File: src/rtl/seg7_pkg.sv
// Shared constants for the seven-segment scan driver.
// Segment patterns are active-high, bit order g..a.
package seg7_pkg;

    localparam int SEG_DP = 7;

    localparam logic [7:0] SEG_OFF = 8'h00;

    // Entry k is the pattern for hex digit k (listed F down to 0).
    localparam logic [15:0][6:0] HEX_PAT = {
        7'h71, 7'h79, 7'h5E, 7'h39,
        7'h7C, 7'h77, 7'h6F, 7'h7F,
        7'h07, 7'h7D, 7'h6D, 7'h66,
        7'h4F, 7'h5B, 7'h06, 7'h3F
    };

endpackage

File: src/rtl/seg7_hex_lut.sv
// Hex nibble to active-high seven-segment pattern.
// Pure combinational lookup, one instance on the muxed digit.
module seg7_hex_lut
    import seg7_pkg::*;
(
    input  logic [3:0] nib,
    output logic [6:0] pat
);

    // Table lookup of the segment pattern.
    always_comb begin
        pat = HEX_PAT[nib];
    end

endmodule

File: src/rtl/seg7_scan_driver.sv
// Time-multiplexed seven-segment driver, double-buffered data.
// Define SEG7_LZB_EN to enable leading-zero blanking.
module seg7_scan_driver
    import seg7_pkg::*;
#(
    parameter int DIGITS         = 4,
    parameter int CLK_DIV        = 50000,
    parameter int BLANK_CYC      = 2,
    parameter int SEG_ACTIVE_LOW = 1,
    parameter int DIG_ACTIVE_LOW = 1
) (
    input  logic                  clk,
    input  logic                  rst,
    input  logic [4*DIGITS-1:0]   data_in,
    input  logic [DIGITS-1:0]     dp_in,
    input  logic                  load,
    input  logic                  blank,
    output logic [7:0]            seg_out,
    output logic [DIGITS-1:0]     dig_sel,
    output logic                  frame_done,
    output logic                  pending
);

    localparam int IW = (DIGITS > 1) ? $clog2(DIGITS) : 1;
    localparam int PW = $clog2(CLK_DIV);

    localparam logic [PW-1:0] PRESC_MAX = PW'(CLK_DIV - 1);
    localparam logic [PW-1:0] BLANK_LIM = PW'(BLANK_CYC);
    localparam logic [IW-1:0] IDX_MAX   = IW'(DIGITS - 1);

    localparam logic SEG_LOW = (SEG_ACTIVE_LOW != 0);
    localparam logic DIG_LOW = (DIG_ACTIVE_LOW != 0);

    localparam logic [7:0] SEG_IDLE =
        SEG_LOW ? ~SEG_OFF : SEG_OFF;
    localparam logic [DIGITS-1:0] DIG_IDLE =
        DIG_LOW ? {DIGITS{1'b1}} : {DIGITS{1'b0}};

    logic [PW-1:0]       presc_q, presc_d;
    logic [IW-1:0]       idx_q, idx_d;
    logic [4*DIGITS-1:0] nib_disp_q, nib_disp_d;
    logic [DIGITS-1:0]   dp_disp_q, dp_disp_d;
    logic [4*DIGITS-1:0] nib_pend_q, nib_pend_d;
    logic [DIGITS-1:0]   dp_pend_q, dp_pend_d;
    logic                pend_q, pend_d;
    logic                fdone_q, fdone_d;
    logic [7:0]          seg_q, seg_d;
    logic [DIGITS-1:0]   dig_q, dig_d;

    logic                tick;
    logic                wrap;
    logic [3:0]          nib_mux;
    logic                dp_mux;
    logic [6:0]          lut_pat;
    logic                lzb_off;
    logic                dark;
    logic [7:0]          seg_int;
    logic [DIGITS-1:0]   dig_hot;

    assign tick = (presc_q == PRESC_MAX);
    assign wrap = tick && (idx_q == IDX_MAX);

    assign nib_mux = nib_disp_q[{idx_q, 2'b00} +: 4];
    assign dp_mux  = dp_disp_q[idx_q];

    seg7_hex_lut u_lut (
        .nib (nib_mux),
        .pat (lut_pat)
    );

`ifdef SEG7_LZB_EN
    logic [DIGITS-1:0] sup_vec;
    logic              lead;

    // Suppress zero digits from the top down until a shown digit.
    always_comb begin
        sup_vec = '0;
        lead    = 1'b1;
        for (int i = DIGITS - 1; i > 0; i--) begin
            lead = lead
                && (nib_disp_q[4*i +: 4] == 4'h0)
                && !dp_disp_q[i];
            sup_vec[i] = lead;
        end
    end

    assign lzb_off = sup_vec[idx_q];
`else
    assign lzb_off = 1'b0;
`endif

    // Scan counters, buffer handoff and registered pin values.
    always_comb begin
        presc_d    = tick ? '0 : presc_q + 1'b1;
        idx_d      = idx_q;
        nib_disp_d = nib_disp_q;
        dp_disp_d  = dp_disp_q;
        nib_pend_d = nib_pend_q;
        dp_pend_d  = dp_pend_q;
        pend_d     = pend_q;
        fdone_d    = wrap;

        if (tick) begin
            idx_d = (idx_q == IDX_MAX) ? '0 : idx_q + 1'b1;
        end

        // Commit old pending contents before a same-cycle load.
        if (wrap && pend_q) begin
            nib_disp_d = nib_pend_q;
            dp_disp_d  = dp_pend_q;
            pend_d     = 1'b0;
        end

        if (load) begin
            nib_pend_d = data_in;
            dp_pend_d  = dp_in;
            pend_d     = 1'b1;
        end

        dark = (presc_q < BLANK_LIM) || blank || lzb_off;

        seg_int         = SEG_OFF;
        seg_int[SEG_DP] = dp_mux;
        seg_int[6:0]    = lut_pat;
        dig_hot         = DIGITS'(1) << idx_q;

        if (dark) begin
            seg_d = SEG_IDLE;
            dig_d = DIG_IDLE;
        end else begin
            seg_d = SEG_LOW ? ~seg_int : seg_int;
            dig_d = DIG_LOW ? ~dig_hot : dig_hot;
        end
    end

    // State register with synchronous reset.
    always_ff @(posedge clk) begin
        if (rst) begin
            presc_q    <= '0;
            idx_q      <= '0;
            nib_disp_q <= '0;
            dp_disp_q  <= '0;
            nib_pend_q <= '0;
            dp_pend_q  <= '0;
            pend_q     <= 1'b0;
            fdone_q    <= 1'b0;
            seg_q      <= SEG_IDLE;
            dig_q      <= DIG_IDLE;
        end else begin
            presc_q    <= presc_d;
            idx_q      <= idx_d;
            nib_disp_q <= nib_disp_d;
            dp_disp_q  <= dp_disp_d;
            nib_pend_q <= nib_pend_d;
            dp_pend_q  <= dp_pend_d;
            pend_q     <= pend_d;
            fdone_q    <= fdone_d;
            seg_q      <= seg_d;
            dig_q      <= dig_d;
        end
    end

    assign seg_out    = seg_q;
    assign dig_sel    = dig_q;
    assign frame_done = fdone_q;
    assign pending    = pend_q;

endmodule

File: config.mk
export PLATFORM = sky130hd
export DESIGN_NAME = seg7_scan_driver
export DESIGN_NICKNAME = d
export VERILOG_FILES = /design/src/rtl/seg7_pkg.sv /design/src/rtl/seg7_hex_lut.sv /design/src/rtl/seg7_scan_driver.sv
export SDC_FILE = /design/constraint.sdc
export NUM_CORES = 1
export LEC_CHECK = 0
export CAP_MARGIN = 20
export CELL_PAD_IN_SITES_DETAIL_PLACEMENT = 0
export CELL_PAD_IN_SITES_GLOBAL_PLACEMENT = 2
export CORE_MARGIN = 2
export CORE_UTILIZATION = 35
export CTS_CLUSTER_SIZE = 14
export DETAILED_ROUTE_END_ITERATION = 6
export PLACE_DENSITY_LB_ADDON = 0.1
export SLEW_MARGIN = 20
export SYNTH_ARGS = -nofsm -noshare
export SYNTH_HDL_FRONTEND = slang
export SYNTH_SLANG_ARGS = --single-unit
File: constraint.sdc
create_clock -name clk -period 3 [get_ports clk]
set_input_delay 0.6 -clock clk [delete_from_list [all_inputs] [get_ports clk]]
set_output_delay 0.6 -clock clk [all_outputs]
set_load 0.01 [all_outputs]
# After elaboration in Yosys (flattened, before gate mapping)

Memory sizes are Yosys's and may differ from the RTL's.
Index checks and enable logic that the tools add are counted.

Memory bits (read-only): 112
RAM bits: 0
Memories: 1
Bits in registers: 72
Latch bits: 0

$add $sub $neg: 2
Bitwise logic cells: 2
$lt $le $gt $ge: 3
Multiplexer cells: 6
Equal/unequal tests: 2
Reductions and logical operators: 6
Divide/modulo/power cells: 0
$mul: 0
Shifts and indexed selects: 2

Memories:

| name            | words | width | read ports | clocked after Yosys merged registers in | write ports | RTL line           | source |
|---|---|---|---|---|---|---|---|
| (no name shown) | 16    | 7     | 1          | 0                                       | 0           | seg7_hex_lut.sv:12 | `pat = HEX_PAT[nib];` |

Operator list:

| operator                                                              | count |
|---|---|
| 16-bit by 1-bit adder with 16-bit output, second input constant       | 1 |
| 16-bit == test, second input constant                                 | 1 |
| 16-bit by 2-bit < comparator with 1-bit output, second input constant | 1 |
| 16-bit by 5-bit indexed part select with 4-bit output                 | 1 |
| 8-bit inverter                                                        | 1 |
| 7-bit 2-to-1 mux                                                      | 1 |
| 4-bit by 5-bit < comparator with 1-bit output, second input constant  | 1 |
| 4-bit inverter                                                        | 1 |
| 2-bit OR reduction                                                    | 2 |
| 1-bit by 2-bit << shifter with 4-bit output, first input constant     | 1 |
| 2-bit by 3-bit < comparator with 1-bit output, second input constant  | 1 |
| 1-bit 2-to-1 mux                                                      | 3 |
| 2-bit by 1-bit adder with 2-bit output, second input constant         | 1 |
| 1-bit binary-select mux with 2-bit select                             | 1 |
| 2-bit == test, second input constant                                  | 1 |
| 1-bit logical AND                                                     | 2 |
| 2-bit 2-to-1 mux                                                      | 1 |
| 2-bit nonzero test                                                    | 1 |
| 1-bit logical OR                                                      | 1 |

# Longest topological paths before layout

Depth in word-level cells: 5
Depth in mapped cells: 8
Depth with buffers taken out: 7

# Hierarchy

A second synthesis with hierarchy kept.

Cell total of the unflattened synthesis: 337
Area total of the unflattened synthesis: 3126.7 um2

By module, submodules not included:

| module           | area each (um2) | seq. area each (um2) | cells an instance | instances |
|---|---|---|---|---|
| seg7_scan_driver | 2839.0          | 1441.4               | 304               | 1 |
| seg7_hex_lut     | 287.8           | 0.0                  | 33                | 1 |

# Worst setup path before layout

OpenSTA, ideal clock, no wires.

Path type: register -> register
From: reg idx_q[0]
To: reg seg_q[0] (netlist: seg_out[0])
Setup time: 0.074 ns
Setup slack: 0.806 ns
Arrival: 2.120 ns
Stages on the path, launching flop included: 9
Cell sequence: dfxtp_1 > clkbuf_1 > mux4_2 > inv_1 > ha_1 > inv_1 > a311oi_1 > a22oi_1 > o21ai_0

Cells in the longest elaborated chain, start to end: 4

RTL lines:

| item                                                  | RTL line                | source |
|---|---|---|
| start, declared                                       | seg7_scan_driver.sv:40  | `logic [IW-1:0] idx_q, idx_d;` |
| start signal, assigned                                | seg7_scan_driver.sv:151 | `idx_q <= idx_d;` |
| 16-bit by 5-bit indexed part select with 4-bit output | seg7_scan_driver.sv:63  | `assign nib_mux = nib_disp_q[{idx_q, 2'b00} +: 4];` |
| memory 16 x 7 bit                                     | -                       |  |
| 7-bit 2-to-1 mux (not written as such)                | seg7_hex_lut.sv:12      |  |
| 8-bit inverter                                        | seg7_scan_driver.sv:131 | `seg_d = SEG_LOW ? ~seg_int : seg_int;` |
| end signal, assigned                                  | seg7_scan_driver.sv:158 | `seg_q <= seg_d;` |
| end, declared                                         | seg7_scan_driver.sv:47  | `logic [7:0] seg_q, seg_d;` |

Every way passes these cells. The select of a mux whose other input is x is not followed.
A chain may end at the register's enable or synchronous reset.

# Worst setup path in the final report

From: reg presc_q[13]
To: reg presc_q[11]

Cells in the longest elaborated chain, start to end: 2

RTL lines:

| item                                | RTL line                | source |
|---|---|---|
| start, declared                     | seg7_scan_driver.sv:39  | `logic [PW-1:0] presc_q, presc_d;` |
| start signal, assigned              | seg7_scan_driver.sv:150 | `presc_q <= presc_d;` |
| 16-bit == test                      | seg7_scan_driver.sv:60  | `assign tick = (presc_q == PRESC_MAX);` |
| 2-bit OR reduction (no source line) | -                       |  |

Every way passes these cells.

==> results.cfg <==
[timing]
rsz0062_at_grt = no
period_minus_slack_ns = 2.25
maxSlewHeadroom_pct = 46.6
worst_slew_pin_slew_ns = 0.800
fmax_mhz = 444
fin_skew_ns = 0.00631
setup_tns_ns = 0
finalMaxSlewViolations = 0
setup_viol = 0
finalHoldViolCount = 0
period_share_pct = 75.1

[grt]
track_usage_pct = 15.4
overflow = 0
grt_first_pass_wirelength_mm = 12.4
first_global_vias = 2500
antenna_found_initial = 0
grt_max_degree = 30

[pwr]
internal_power_uw = 1700
swShare_pct = 20.5
combPwrFrac_pct = 5.0
power.leakage_uw = 0.00141
irDropWorstVdd_mv = 0.174
power_frac_seq_pct = 46.6
netSwitchingPower_uw = 437
cellPowerDensity_nw_per_um2 = 525
power_frac_clock_pct = 48.4

[clock_tree]
post_cts_resized = 0
cts_buffer_depth = 2
post_cts_buffers = 0
cts_tree = yes
cts_buffers = 9
clkLatencyLatePin_ns = 0.35
ctsHoldBuffers = 0
root_buffer = clkbuf_8
cts_max_level = 3
clk_transition_reported_paths_ns = 0.08
clock-sinks = 72

[die]
die_height_um = 102
num_rows = 35
dieArea_um2 = 10400
num_io_pins = 38
die_x_um = 102
core_area_um2 = 9280
start_util_pct = 36.2

[detailed_routing]
routed_wl_mm = 7.64
dr.pass1.iters = 5
via_per_inst = 5.15
wl_met3_um = 272
via_count = 2612
ant_nets = 0
routedWlPerCell_um = 15.1
drt_iter0_markers = 98
top_layer = met4
dr_wl_met2_mm = 3.60
drc_errors = 0
wl_met1_mm = 3.69

[synthesis]
synthArstFlopShare_pct = 0
postSynthAreaPerCell_um2 = 9.65
synth_edf_count = 0
yosys_warnings = 0
synthesis.area_um2 = 3360
ys_types = 41
synth-main-ff-cell = dfxtp_1
synth-seq-area-share_pct = 42.9
syn_nets = 383
synth_seq_cells = 72
syn_inst = 348

[placed_design]
gp_congestion = 0.836
dp_cells = 492
dp_hpwl_mm = 5.29
portBuffers = 37

[run_status]
status = finished clean

[worst_setup_path]
cp_max_fo = 25
r2r_start = presc_q[13]
required_ns = 3.23
crit_start = presc_q[13]
cp_data_arrival_time_ns = 2.48
endpoint_kind = register
worstSetupPathType = register to register
setup.worst_path.start_class = register

[layout]
stdcell_count = 507
nNetsFinal = 409
area_growth_pct = 21.1
drive_above_1_share_pct = 13.0
antenna_cells = 0

[hold_path]
hp-start = presc_q[0]
min_path_type = register to register

[flow_run]
max_cap_viol_count = 0
## power by group through the flow
stage	Combinational [uW]	Sequential [uW]	Clock, uW
after global placement	108	1020	0
after CTS	110	995	1060
after floorplan	52.8	1020	0
after detailed placement	109	1020	0
final	107	994	1030
after global routing	119	998	1100
## logic make-up after synthesis
kind of cell | count (synthesis) | synth area share, %
simple gates | 114 | 17.0
flops | 72 | 42.9
compound gates | 67 | 16.0
buf+inv | 42 | 6.15
mux | 28 | 10.2
xor+xnor | 14 | 3.65
fa+ha+maj | 11 | 4.10
## placed cells by master (no fill, tap or decap), types with 9 or more instances in the layout
| master | instances |
|---|---|
| a21oi_1 | 25 |
| ha_1 | 11 |
| nand3_1 | 11 |
| nand2_1 | 18 |
| dfxtp_1 | 72 |
| mux2i_1 | 23 |
| nor2_1 | 40 |
| clkbuf_8 | 10 |
| nand4_1 | 25 |
| inv_1 | 9 |
| buf_4 | 10 |
| clkdlybuf4s50_1 | 37 |
| xor2_1 | 9 |
| o31ai_2 | 17 |
## sequential cells by signal, indices dropped and copies added (netlist names)
| name | flops |
|---|---|
| dig_sel | 4 |
| idx_q | 2 |
| frame_done | 1 |
| presc_q | 16 |
| dp_disp_q | 4 |
| seg_out | 8 |
| dp_pend_q | 4 |
| nib_pend_q | 16 |
| nib_disp_q | 16 |
| pending | 1 |
## synth_stat cells (3+ instances only)
cell / number / area share [%]
dfxtp_1: 72 / 43
o211ai_1: 3 / 0.67
clkbuf_1: 21 / 2.3
nand3_1: 11 / 1.6
or4_1: 3 / 0.67
o31ai_2: 17 / 6.3
a21oi_1: 25 / 3.7
nand4_1: 25 / 4.7
o21ai_0: 5 / 0.75
xor2_1: 9 / 2.3
inv_1: 9 / 1.0
mux2i_1: 23 / 6.9
nand2_1: 18 / 2.0
xnor2_1: 5 / 1.3
and4_1: 3 / 0.78
ha_1: 11 / 4.1
a311oi_1: 3 / 0.78
mux4_2: 5 / 3.4
buf_1: 4 / 0.45
nor4_1: 3 / 0.56
nor2_1: 40 / 4.5
o31ai_1: 5 / 1.1
## metrics by stage
step	hold slack [ns]	area [um2]	setup slack [ns]	total power, uW	util [%]
after floorplan	0.426	3360	0.806	1070	-
final	0.470	4070	0.748	2140	43.8
after CTS	0.481	4070	0.734	2160	43.8
after detailed placement	0.464	3800	0.735	1130	40.9
after global placement	0.442	3800	0.744	1130	40.9
after global routing	0.489	4070	0.590	2220	43.8
## cell type report
class | instances | area [um2]
clock buffer | 10 | 138
clock inverter | 5 | 129
fill | 952 | 5220
inverter | 10 | 37.5
multi-input combinational | 234 | 1710
sequential | 72 | 1440
tap | 129 | 161
timing repair buffer | 47 | 445
## final timing paths
kind,slack [ns],to,depth (start not counted)
max,0.75,presc_q[11],5
min,0.47,presc_q[0],1
max reg2reg,0.75,presc_q[11],5
min reg2reg,0.47,presc_q[0],1
## routing by layer
layer	global-route usage (%)	up-vias
li1	-	1306
met1	19.8	1255
met2	25.7	43
met3	4.38	8
met4	3.69	0
met5	0	-
## worst max-delay path, stage by stage (launching register included)
cell	delay, ns
dfxtp_1	0.34
or4_1	0.55
or4_1	0.53
buf_4	0.26
o21bai_4	0.37
nor2_1	0.09
No activity file was read; power rests on OpenSTA's default activity.
